File: src/rtl/sram_mon_pkg.sv
// Shared types for the SRAM access monitors: the per-layer statistics record
// and the access classifier used by both single-port and two-port variants.
package sram_mon_pkg;

    localparam int unsigned MON_ADDR_W = 8;
    localparam int unsigned MON_CNT_W  = 16;
    localparam int unsigned MON_LID_W  = 8;

    typedef struct packed {
        logic [MON_LID_W-1:0]  lid;
        logic [MON_CNT_W-1:0]  rd_cnt;
        logic [MON_CNT_W-1:0]  wr_cnt;
        logic [MON_ADDR_W-1:0] amin;
        logic [MON_ADDR_W-1:0] amax;
        logic                  none;
    } sram_mon_rec_t;

    typedef enum logic [1:0] {
        AccNone  = 2'd0,
        AccRead  = 2'd1,
        AccWrite = 2'd2
    } acc_kind_e;

    // Write wins over read when both enables are set.
    function automatic acc_kind_e classify_access(input logic cs, input logic we,
                                                  input logic oe);
        acc_kind_e kind;
        kind = AccNone;
        if (cs && we) begin
            kind = AccWrite;
        end else if (cs && oe) begin
            kind = AccRead;
        end
        return kind;
    endfunction

endpackage

File: src/rtl/sram_mon_rec_fifo.sv
// Two-entry FIFO for monitor records; a push into a full FIFO is accepted
// when a pop frees the head slot on the same edge.
module sram_mon_rec_fifo #(
    parameter type T = logic
) (
    input  logic clk,
    input  logic rstn,
    input  logic push,
    input  T     din,
    output logic full,
    input  logic pop,
    output T     dout,
    output logic empty
);

    logic [1:0] r_cnt;
    logic       r_wptr;
    logic       r_rptr;
    T           r_slot0;
    T           r_slot1;

    logic w_do_pop;
    logic w_do_push;

    assign empty     = (r_cnt == 2'd0);
    assign full      = (r_cnt == 2'd2);
    assign w_do_pop  = pop & ~empty;
    assign w_do_push = push & (~full | w_do_pop);
    assign dout      = r_rptr ? r_slot1 : r_slot0;

    always_ff @(posedge clk or negedge rstn) begin
        if (!rstn) begin
            r_cnt   <= 2'd0;
            r_wptr  <= 1'b0;
            r_rptr  <= 1'b0;
            r_slot0 <= '0;
            r_slot1 <= '0;
        end else begin
            // When full, wptr == rptr, so a push+pop overwrites the slot being consumed.
            if (w_do_push) begin
                if (r_wptr) begin
                    r_slot1 <= din;
                end else begin
                    r_slot0 <= din;
                end
                r_wptr <= ~r_wptr;
            end
            if (w_do_pop) begin
                r_rptr <= ~r_rptr;
            end
            case ({w_do_push, w_do_pop})
                2'b10:   r_cnt <= r_cnt + 2'd1;
                2'b01:   r_cnt <= r_cnt - 2'd1;
                default: r_cnt <= r_cnt;
            endcase
        end
    end

endmodule

File: src/rtl/sram_sp_access_mon.sv
// Passive single-port SRAM monitor: per-layer read/write counts and address
// range, published as one record per layer close through a 2-entry FIFO.
module sram_sp_access_mon
    import sram_mon_pkg::*;
#(
    parameter int unsigned ADDR_WIDTH = MON_ADDR_W,
    parameter int unsigned CNT_WIDTH  = MON_CNT_W,
    parameter int unsigned LID_WIDTH  = MON_LID_W
) (
    input  logic                  clk,
    input  logic                  rstn,
    input  logic                  cs,
    input  logic                  we,
    input  logic                  oe,
    input  logic [ADDR_WIDTH-1:0] addr,
    input  logic                  layer_done,
    output logic                  rec_valid,
    input  logic                  rec_ready,
    output sram_mon_rec_t         rec,
    output logic [CNT_WIDTH-1:0]  drop_cnt,
    output logic                  ovf
);

    localparam logic [CNT_WIDTH-1:0] CNT_ONE = CNT_WIDTH'(1);
    localparam logic [LID_WIDTH-1:0] LID_ONE = LID_WIDTH'(1);

    logic                  r_cs;
    logic                  r_we;
    logic                  r_oe;
    logic [ADDR_WIDTH-1:0] r_addr;
    logic                  r_ld;
    logic                  r_ld_q;

    logic [CNT_WIDTH-1:0]  r_rd_cnt;
    logic [CNT_WIDTH-1:0]  r_wr_cnt;
    logic [ADDR_WIDTH-1:0] r_amin;
    logic [ADDR_WIDTH-1:0] r_amax;
    logic                  r_any;
    logic [LID_WIDTH-1:0]  r_lid;

    logic                  r_pend_valid;
    sram_mon_rec_t         r_pend_rec;
    logic [CNT_WIDTH-1:0]  r_drop_cnt;
    logic                  r_ovf;

    acc_kind_e             w_kind;
    logic                  w_hit;
    logic                  w_ld_rise;
    logic [CNT_WIDTH-1:0]  w_rd_nxt;
    logic [CNT_WIDTH-1:0]  w_wr_nxt;
    logic [ADDR_WIDTH-1:0] w_amin_nxt;
    logic [ADDR_WIDTH-1:0] w_amax_nxt;
    logic                  w_any_nxt;
    sram_mon_rec_t         w_close_rec;
    logic                  w_full;
    logic                  w_empty;
    logic                  w_pop;
    logic                  w_drop;

    always_ff @(posedge clk or negedge rstn) begin
        if (!rstn) begin
            r_cs   <= 1'b0;
            r_we   <= 1'b0;
            r_oe   <= 1'b0;
            r_addr <= '0;
            r_ld   <= 1'b0;
            r_ld_q <= 1'b0;
        end else begin
            r_cs   <= cs;
            r_we   <= we;
            r_oe   <= oe;
            r_addr <= addr;
            r_ld   <= layer_done;
            r_ld_q <= r_ld;
        end
    end

    assign w_ld_rise = r_ld & ~r_ld_q;

    always_comb begin
        w_kind     = classify_access(r_cs, r_we, r_oe);
        w_hit      = (w_kind != AccNone);
        w_rd_nxt   = r_rd_cnt;
        w_wr_nxt   = r_wr_cnt;
        if ((w_kind == AccRead) && (r_rd_cnt != '1)) begin
            w_rd_nxt = r_rd_cnt + CNT_ONE;
        end
        if ((w_kind == AccWrite) && (r_wr_cnt != '1)) begin
            w_wr_nxt = r_wr_cnt + CNT_ONE;
        end
        // amin/amax idle at '1 / 0 so the first access always replaces them.
        w_amin_nxt = (w_hit && (r_addr < r_amin)) ? r_addr : r_amin;
        w_amax_nxt = (w_hit && (r_addr > r_amax)) ? r_addr : r_amax;
        w_any_nxt  = r_any | w_hit;
    end

    // Closing record includes the access sampled alongside the layer_done rise.
    always_comb begin
        w_close_rec        = '0;
        w_close_rec.lid    = MON_LID_W'(r_lid);
        w_close_rec.rd_cnt = MON_CNT_W'(w_rd_nxt);
        w_close_rec.wr_cnt = MON_CNT_W'(w_wr_nxt);
        w_close_rec.amin   = MON_ADDR_W'(w_amin_nxt);
        w_close_rec.amax   = MON_ADDR_W'(w_amax_nxt);
        w_close_rec.none   = ~w_any_nxt;
    end

    always_ff @(posedge clk or negedge rstn) begin
        if (!rstn) begin
            r_rd_cnt <= '0;
            r_wr_cnt <= '0;
            r_amin   <= '1;
            r_amax   <= '0;
            r_any    <= 1'b0;
            r_lid    <= '0;
        end else if (w_ld_rise) begin
            r_rd_cnt <= '0;
            r_wr_cnt <= '0;
            r_amin   <= '1;
            r_amax   <= '0;
            r_any    <= 1'b0;
            r_lid    <= r_lid + LID_ONE;
        end else begin
            r_rd_cnt <= w_rd_nxt;
            r_wr_cnt <= w_wr_nxt;
            r_amin   <= w_amin_nxt;
            r_amax   <= w_amax_nxt;
            r_any    <= w_any_nxt;
        end
    end

    always_ff @(posedge clk or negedge rstn) begin
        if (!rstn) begin
            r_pend_valid <= 1'b0;
            r_pend_rec   <= '0;
        end else begin
            r_pend_valid <= w_ld_rise;
            if (w_ld_rise) begin
                r_pend_rec <= w_close_rec;
            end
        end
    end

    assign rec_valid = ~w_empty;
    assign w_pop     = rec_valid & rec_ready;
    assign w_drop    = r_pend_valid & w_full & ~w_pop;

    sram_mon_rec_fifo #(
        .T (sram_mon_rec_t)
    ) u_fifo (
        .clk   (clk),
        .rstn  (rstn),
        .push  (r_pend_valid),
        .din   (r_pend_rec),
        .full  (w_full),
        .pop   (w_pop),
        .dout  (rec),
        .empty (w_empty)
    );

    always_ff @(posedge clk or negedge rstn) begin
        if (!rstn) begin
            r_drop_cnt <= '0;
            r_ovf      <= 1'b0;
        end else if (w_drop) begin
            if (r_drop_cnt != '1) begin
                r_drop_cnt <= r_drop_cnt + CNT_ONE;
            end
            r_ovf <= 1'b1;
        end
    end

    assign drop_cnt = r_drop_cnt;
    assign ovf      = r_ovf;

endmodule

File: config.mk
export PLATFORM = sky130hd
export DESIGN_NAME = sram_sp_access_mon
export DESIGN_NICKNAME = d
export VERILOG_FILES = /design/src/rtl/sram_mon_pkg.sv /design/src/rtl/sram_mon_rec_fifo.sv /design/src/rtl/sram_sp_access_mon.sv
export SDC_FILE = /design/constraint.sdc
export NUM_CORES = 1
export LEC_CHECK = 0
export ABC_AREA = 1
export BUFFER_PORTS_ARGS = -buffer_cell sky130_fd_sc_hd__buf_2
export CAP_MARGIN = 20
export CELL_PAD_IN_SITES_DETAIL_PLACEMENT = 0
export CELL_PAD_IN_SITES_GLOBAL_PLACEMENT = 1
export CORE_ASPECT_RATIO = 1.2
export CORE_UTILIZATION = 41
export DETAILED_ROUTE_END_ITERATION = 8
export PLACE_DENSITY_LB_ADDON = 0.1
export REMOVE_ABC_BUFFERS = 1
export SLEW_MARGIN = 25
export SYNTH_ARGS = -nofsm -noshare
export SYNTH_HDL_FRONTEND = slang
export SYNTH_HIERARCHICAL = 1
export SYNTH_SLANG_ARGS = --single-unit
File: constraint.sdc
create_clock -name clk -period 1.83 [get_ports clk]
set_input_delay 0.366 -clock clk [delete_from_list [all_inputs] [get_ports clk]]
set_output_delay 0.366 -clock clk [all_outputs]
set_load 0.02 [all_outputs]
==> results of run 1 <==
-- final timing paths --
| kind | slack [ns] | from | endpoint | cells after the start |
|---|---|---|---|---|
| setup / recovery | -0.17 | u_fifo/r_rptr$_DFFE_PN0P_ | rec[35] | 5 |
| setup reg to reg | 0.08 | u_fifo/r_cnt[1]$_DFFE_PN0P_ | u_fifo/r_slot0[6]$_DFFE_PN0P_ | 11 |
| hold / removal | 0.32 | rstn | drop_cnt[11]$_DFFE_PN0P_ | 2 |
| min in group clk | 0.35 | rec_ready | drop_cnt[12]$_DFFE_PN0P_ | 6 |
| hold reg to reg | 0.38 | r_ld$_DFF_PN0_ | r_ld_q$_DFF_PN0_ | 0 |
| max in group asynchronous | 0.87 | rstn | u_fifo/r_slot1[6]$_DFFE_PN0P_ | 3 |
-- worst max-delay path: cells and delay by family (launching register included) --
kind                   cells  cell delay (ns)
buffers and inverters      3             0.48
DFF                        1             0.48
and+or+nand+nor            2             0.12
-- placed cells by master (no fill, tap or decap), drive strengths merged --
| cell type | synthesis | final |
|---|---|---|
| dlygate4sd3 | 0 | 13 |
| dfstp | 8 | 8 |
| or2 | 2 | 2 |
| buf | 24 | 149 |
| a31oi | 1 | 1 |
| inv | 156 | 156 |
| dfrtp | 255 | 255 |
| clkinv | 0 | 3 |
| o21a | 1 | 1 |
| bufinv | 0 | 1 |
| nand4 | 7 | 7 |
| nand2 | 643 | 643 |
| nand3b | 3 | 3 |
| nor2 | 106 | 106 |
| nor3 | 6 | 6 |
| ha | 19 | 19 |
| xnor2 | 3 | 3 |
| o21bai | 1 | 1 |
| nand3 | 77 | 77 |
| a21oi | 7 | 7 |
| xor2 | 37 | 37 |
| o21ai | 143 | 143 |
| clkbuf | 36 | 50 |
| a21o | 1 | 1 |
-- timing repair --
action / 4_1_cts / 5_1_grt
hold buffers: 13 / 0
endpoints found under the setup margin: 57 / 186
setup buffers: 2 / 4
resized for setup: 141 / 94
cloned: 3 / 5
pin swaps: 3 / 17
hold endpoints to repair: 51 / 0
-- cells by family after synthesis --
logic type / share of synthesized area [%]
AO/OA/AOI/OAI: 6.46
XOR/XNOR: 2.85
adder cells (fa/ha/maj): 1.93
buffers and inverters: 7.52
flip-flops: 53.6
AND/OR/NAND/NOR: 27.7
-- per-layer routing --
layer | global-route usage [%] | vias up | part of all wire [%]
li1 | - | 5003 | -
met1 | 24.6 | 4618 | 46
met2 | 33.2 | 144 | 48
met3 | 3.02 | 34 | 3.9
met4 | 4.43 | 0 | 1.8
met5 | 0 | - | 0
-- flip-flops by register name, indices dropped and copies added (netlist names), 2 cells and up --
name            cells
r_amin              8
r_wr_cnt           16
u_fifo/r_slot1     57
u_fifo/r_slot0     57
r_pend_rec         57
r_addr              8
u_fifo/r_cnt        2
r_rd_cnt           16
r_amax              8
drop_cnt           16
r_lid               8
-- power by group through the flow --
stage	clock, W	combinational (W)	sequential, W
CTS	0.00581	0.00778	0.00834
global placement	0	0.00620	0.00836
finish	0.00562	0.00844	0.00841
floorplan	0	0.00390	0.00834
detailed placement	0	0.00629	0.00839
global route	0.00598	0.00936	0.00862
-- metrics by stage --
step | instances | TNS (ns) | hold WS (ns) | worst slack [ns] | util (%)
5_1_grt | 2082 | -10.98 | 0.341 | -0.223 | 52.8
6_report | 2082 | -7.67 | 0.322 | -0.166 | 52.8
3_3_place_gp | 2006 | 0 | 0.313 | 0.0653 | 45.9
3_5_place_dp | 2006 | 0 | 0.307 | 0.0335 | 45.9
2_1_floorplan | 1476 | -530.19 | 0.0704 | -3.78 | -
4_1_cts | 2073 | -9.18 | 0.315 | -0.201 | 51.2
-- final cells by class --
class                   instances  area share [%]
inverters                     156            3.82
clock inverters                 4           0.289
multi-input cells            1057            33.0
repair buffers                167            11.9
flip-flops and latches        263            42.3
well taps                     390            3.13
clock buffers                  45            5.62
==> flow_summary_export.csv, run 1 <==
group,metric,value,unit
outcome,status,"finished, violations left",
outcome,violations,"setup timing",
logic_synthesis,yosysTopAreaCell,"dfrtp_1",
timing,setup_viol,57,
pwr,clkPwrFrac,25.0,%
logic_synthesis,synth_area,0.0123,mm^2
pwr,combPwrFrac,37.6,%
drt,via_per_inst,4.71,
logic_synthesis,yosysTopAreaCellShare,51.9,%
setup_path,arrival,1.63,ns
placement,hpwl,18200,um
setup_path,slowest_stage,"dfrtp_2",
pwr,internal-power,0.0145,W
global_route,grt_pass1_vias,9570,
logic_synthesis,synth.area.top_cells,"dfrtp_1 (52%), nand2_1 (19%), inv_1 (4.7%)",
pwr,switching_share,35.7,%
drt,wirelength,29400,um
global_route,grt_pass1_wl,47600,um
setup_path,path_cells,"buf_12, clkbuf_16, nand2_2, nand2_2, buf_6",
pwr,leakage,8.01,nW
setup_path,endpoint_kind,"output pin",
drt,ant_nets,0,
setup_path,crit_type,"reg -> out",
layout,drive_above_1_share,19.4,%
global_route,grtUsageTotal,19.0,%
global_route,antenna_found_initial,0,
floorplanning,die_h,192,um
setup_path,start_kind,"register",
layout,diodes,0,
drt,drc,0,
timing,rsz0062_at_grt,"true",
logic_synthesis,yosysUniqueCellTypes,38,
floorplanning,dieWidth,160,um
logic_synthesis,async_flop_share,100,%
floorplanning,core_area,0.0295,mm^2
drt,dr.pass1.iters,7,
clocking,cts_buffer_depth,3,
hold_path,hold_class,"in -> async",
timing,maxSlewHeadroom,72.9,%
placement,gp_congestion,0.794,
timing,setup_ws,-0.166,ns
clocking,cts.sinks,263,
setup_path,cp.required,1.46,ns
drt,via_count,9799,
floorplanning,dieArea,0.0307,mm^2
floorplanning,start_util,41.7,%
setup_path,cpPeakStageDelay,0.48,ns
clocking,clk_latency,0.55,ns
logic_synthesis,yosysMostFrequentCell,"nand2_1",
global_route,overflow,0,
timing,drv_slew,0,
logic_synthesis,synth-main-ff-cell,"dfrtp_1",
drt,avgRoutedWirePerCell,14.1,um
layout,postLayoutCellArea,0.0156,mm^2
timing,worst_pin_slew,0.406,ns
logic_synthesis,synth_seq_cells,263,
clocking,htreeDepth,1,
layout,fillers,2957,
drt,drtIter0Drc,484,
pwr,finalPower,0.0225,W
logic_synthesis,synth_seq_area_share,53.6,%
logic_synthesis,synth_edf_count,0,
timing,fmax,501,MHz
pwr,switching_power,0.00801,W
pwr,seqPwrFrac,37.4,%
timing,skew,0.0179,ns
floorplanning,ios,90,
timing,post-route-period-util,109,%
floorplanning,placementRows,69,
setup_path,critPathMaxFanout,7,
clocking,clkTransAtPathRegs,0.06,ns
pwr,pwr_density_cell,1440,mW/mm^2
layout,synthToLayoutAreaGrowth,26.7,%
global_route,grt_max_degree,71,
layout,multi_input_area,0.00514,mm^2
clocking,cts_tree,"yes",
logic_synthesis,syn_area_per_cell,8.01,um^2
flow_run,drv_cap,0,
layout,final_nets,1707,
logic_synthesis,synth_warnings,6,
clocking,cts-buffers-inserted,28,
setup_path,cpMostUsedCell,"nand2_2",
clocking,cts_root_buffer,"clkbuf_16",
timing,min_period,2.00,ns
placement,placed_cell_area,0.0135,mm^2
placement,port_buffers,89,
timing,finalHoldViolations,0,
logic_synthesis,synth_common_cells,"nand2_1 (628), dfrtp_1 (255), inv_1 (153), nor2_1 (100), o21ai_0 (88)",
logic_synthesis,synthCells,1536,
pwr,irDropWorstVdd,0.747,mV
layout,regArea,0.00659,mm^2
Power figures use the tool's default switching activity.
==> run 2, diff against run 1 <==
--- a/config.mk
+++ b/config.mk
@@ -11,7 +11,7 @@
 export CELL_PAD_IN_SITES_DETAIL_PLACEMENT = 0
 export CELL_PAD_IN_SITES_GLOBAL_PLACEMENT = 1
 export CORE_ASPECT_RATIO = 1.2
-export CORE_UTILIZATION = 41
+export CORE_UTILIZATION = 45
 export DETAILED_ROUTE_END_ITERATION = 8
 export PLACE_DENSITY_LB_ADDON = 0.1
 export REMOVE_ABC_BUFFERS = 1
==> constraint.sdc (replaced) <==
create_clock -name clk -period 2 [get_ports clk]
set_input_delay 0.4 -clock clk [delete_from_list [all_inputs] [get_ports clk]]
set_output_delay 0.4 -clock clk [all_outputs]
set_load 0.02 [all_outputs]
==> run 2 against run 1 <==
The run still ends with setup timing left. Core utilization increased by 4.6 points. Die area decreased by 8.8%. Clock-buffer cell count decreased by 1. Routed wire length decreased by 4.7%. Critical path type unchanged. Largest cell class unchanged.
==> flow_summary_export.csv, run 2 (synthesized netlist as in run 1, its figures left out) <==
group,metric,value,unit
outcome,status,"finished, violations left",
outcome,violations,"setup timing",
global_route,grtUsageTotal,20.8,%
pwr,irDropWorstVdd,0.967,mV
global_route,overflow,0,
placement,gp_congestion,0.818,
placement,post-place-ws,0.125,ns
clocking,cts.sinks,263,
global_route,antenna_found_initial,0,
clocking,cts_buffer_depth,3,
clocking,cts-buffers-inserted,29,
setup_path,arrival,1.68,ns
clocking,cts_root_buffer,"clkbuf_16",
floorplanning,dieWidth,153,um
timing,holdWs,0.343,ns
drt,drtIter0Drc,478,
setup_path,cpPeakStageDelay,0.46,ns
layout,final_nets,1696,
global_route,grt_max_degree,63,
drt,ant_nets,0,
drt,via_count,9737,
drt,wirelength,28000,um
placement,port_buffers,89,
placement,hpwl,17800,um
timing,rsz0062_at_grt,"true",
setup_path,start_kind,"register",
timing,skew,0.0110,ns
pwr,leakage,7.86,nW
setup_path,path_cells,"inv_8, buf_12, clkbuf_16, nand2_4, nand2_2, buf_6",
floorplanning,ios,90,
layout,final_common_cell,"nand2_1",
layout,diodes,0,
timing,finalHoldViolations,0,
drt,avgRoutedWirePerCell,13.9,um
drt,via_per_inst,4.82,
layout,postLayoutCellArea,0.0153,mm^2
setup_path,crit_type,"reg -> out",
setup_path,cp.required,1.60,ns
setup_path,endpoint_kind,"output pin",
layout,final_cell_mix,"nand2_1 (550), dfrtp_1 (254), inv_1 (151)",
timing,post-route-period-util,104,%
layout,drive_above_1_share,18.3,%
floorplanning,die_h,183,um
timing,fmax,480,MHz
drt,dr.pass1.iters,5,
floorplanning,placementRows,65,
flow_run,drv_cap,0,
timing,setup_viol,42,
clocking,clkTransAtPathRegs,0.06,ns
timing,min_period,2.08,ns
clocking,cts_tree,"yes",
hold_path,hold_class,"in -> async",
floorplanning,core_area,0.0266,mm^2
drt,drc,0,
global_route,grt_pass1_wl,47600,um
placement,placed_cell_area,0.0133,mm^2
pwr,pwr_density_cell,1340,mW/mm^2
floorplanning,start_util,46.3,%
timing,worst_pin_slew,0.500,ns
global_route,grt_pass1_vias,9541,
layout,synthToLayoutAreaGrowth,24.0,%
clocking,clk_latency,0.55,ns
layout,fin_cells,2020,
setup_path,slowest_stage,"dfrtp_2",
timing,maxSlewHeadroom,66.7,%
timing,drv_slew,0,
timing,setup_ws,-0.0814,ns
clocking,htreeDepth,1,
layout,largest_registers,"r_pend_rec x57, u_fifo/r_slot0 x57, u_fifo/r_slot1 x57",
floorplanning,dieArea,0.0280,mm^2
placement,dpl.cell_count,1935,
setup_path,critPathMaxFanout,5,
layout,fillers,2460,
layout,fin_util,57.4,%
## run 2: cell count changes in the layout (fill, tap and decap cells not counted), moves of 3 or more
cell        change
buf_6           -5
buf_4           -3
nand2_1         +3
nand2_4         -5
clkinvlp_4      +3
clkbuf_8        -4
clkbuf_1        +3
## run 2: layer usage
layer,wire (um),GRT usage [%],vias up
met2,13600,35.8,130
li1,-,-,4990
met3,904,2.55,30
met1,13200,28.1,4587
met5,0,0,-
met4,311,4.93,0
## run 2: layout make-up
type / instances / area [um^2] / area share, %
sequential: 263 / 6590 / 43.2
multi-input combinational: 1057 / 5060 / 33.1
timing repair buffer: 155 / 1670 / 10.9
clock buffer: 44 / 832 / 5.45
inverter: 156 / 596 / 3.90
tap: 335 / 419 / 2.75
clock inverter: 10 / 93.8 / 0.615
## run 2: worst paths after layout
path	start	end	slack, ns	cells past startpoint
max reg2reg	u_fifo/r_cnt[0]$_DFFE_PN0P_	u_fifo/r_slot0[5]$_DFFE_PN0P_	0.17	11
max	u_fifo/r_rptr$_DFFE_PN0P_	rec[2]	-0.08	6
min	rstn	drop_cnt[8]$_DFFE_PN0P_	0.34	2
max in group asynchronous	rstn	u_fifo/r_slot1[28]$_DFFE_PN0P_	1.01	3
min in group clk	rec_ready	drop_cnt[12]$_DFFE_PN0P_	0.35	6
min reg2reg	r_ld$_DFF_PN0_	r_ld_q$_DFF_PN0_	0.38	0
## run 2: critical path: cells and delay by family (launching register included)
family / cells / cell delay (ns)
buf+inv: 4 / 0.56
simple gates: 2 / 0.10
flops: 1 / 0.46
## run 2: per-stage QoR
step                setup TNS (ns)  power [W]
floorplan                  -483.17     0.0112
global placement                 0     0.0132
detailed placement               0     0.0133
CTS                          -2.98     0.0196
global route                 -5.24     0.0218
finish                       -1.80     0.0205
## run 2: power by group
part | leakage, nW | switching, W | internal [W] | total (W)
clock network | 0.445 | 0.00213 | 0.00300 | 0.00514
registers | 3.37 | 0.000933 | 0.00676 | 0.00769
logic | 4.05 | 0.00428 | 0.00334 | 0.00763
total | 7.86 | 0.00735 | 0.0131 | 0.0205
## run 2: what timing repair did
action                                 4_1_cts  5_1_grt
hold buffers                                13        0
buffers inserted                             4        8
setup endpoints to repair                   56      131
endpoints found under the hold margin       44        0
gates cloned                                 3        4
gates resized for setup                     75      139
pin swaps                                    0       15
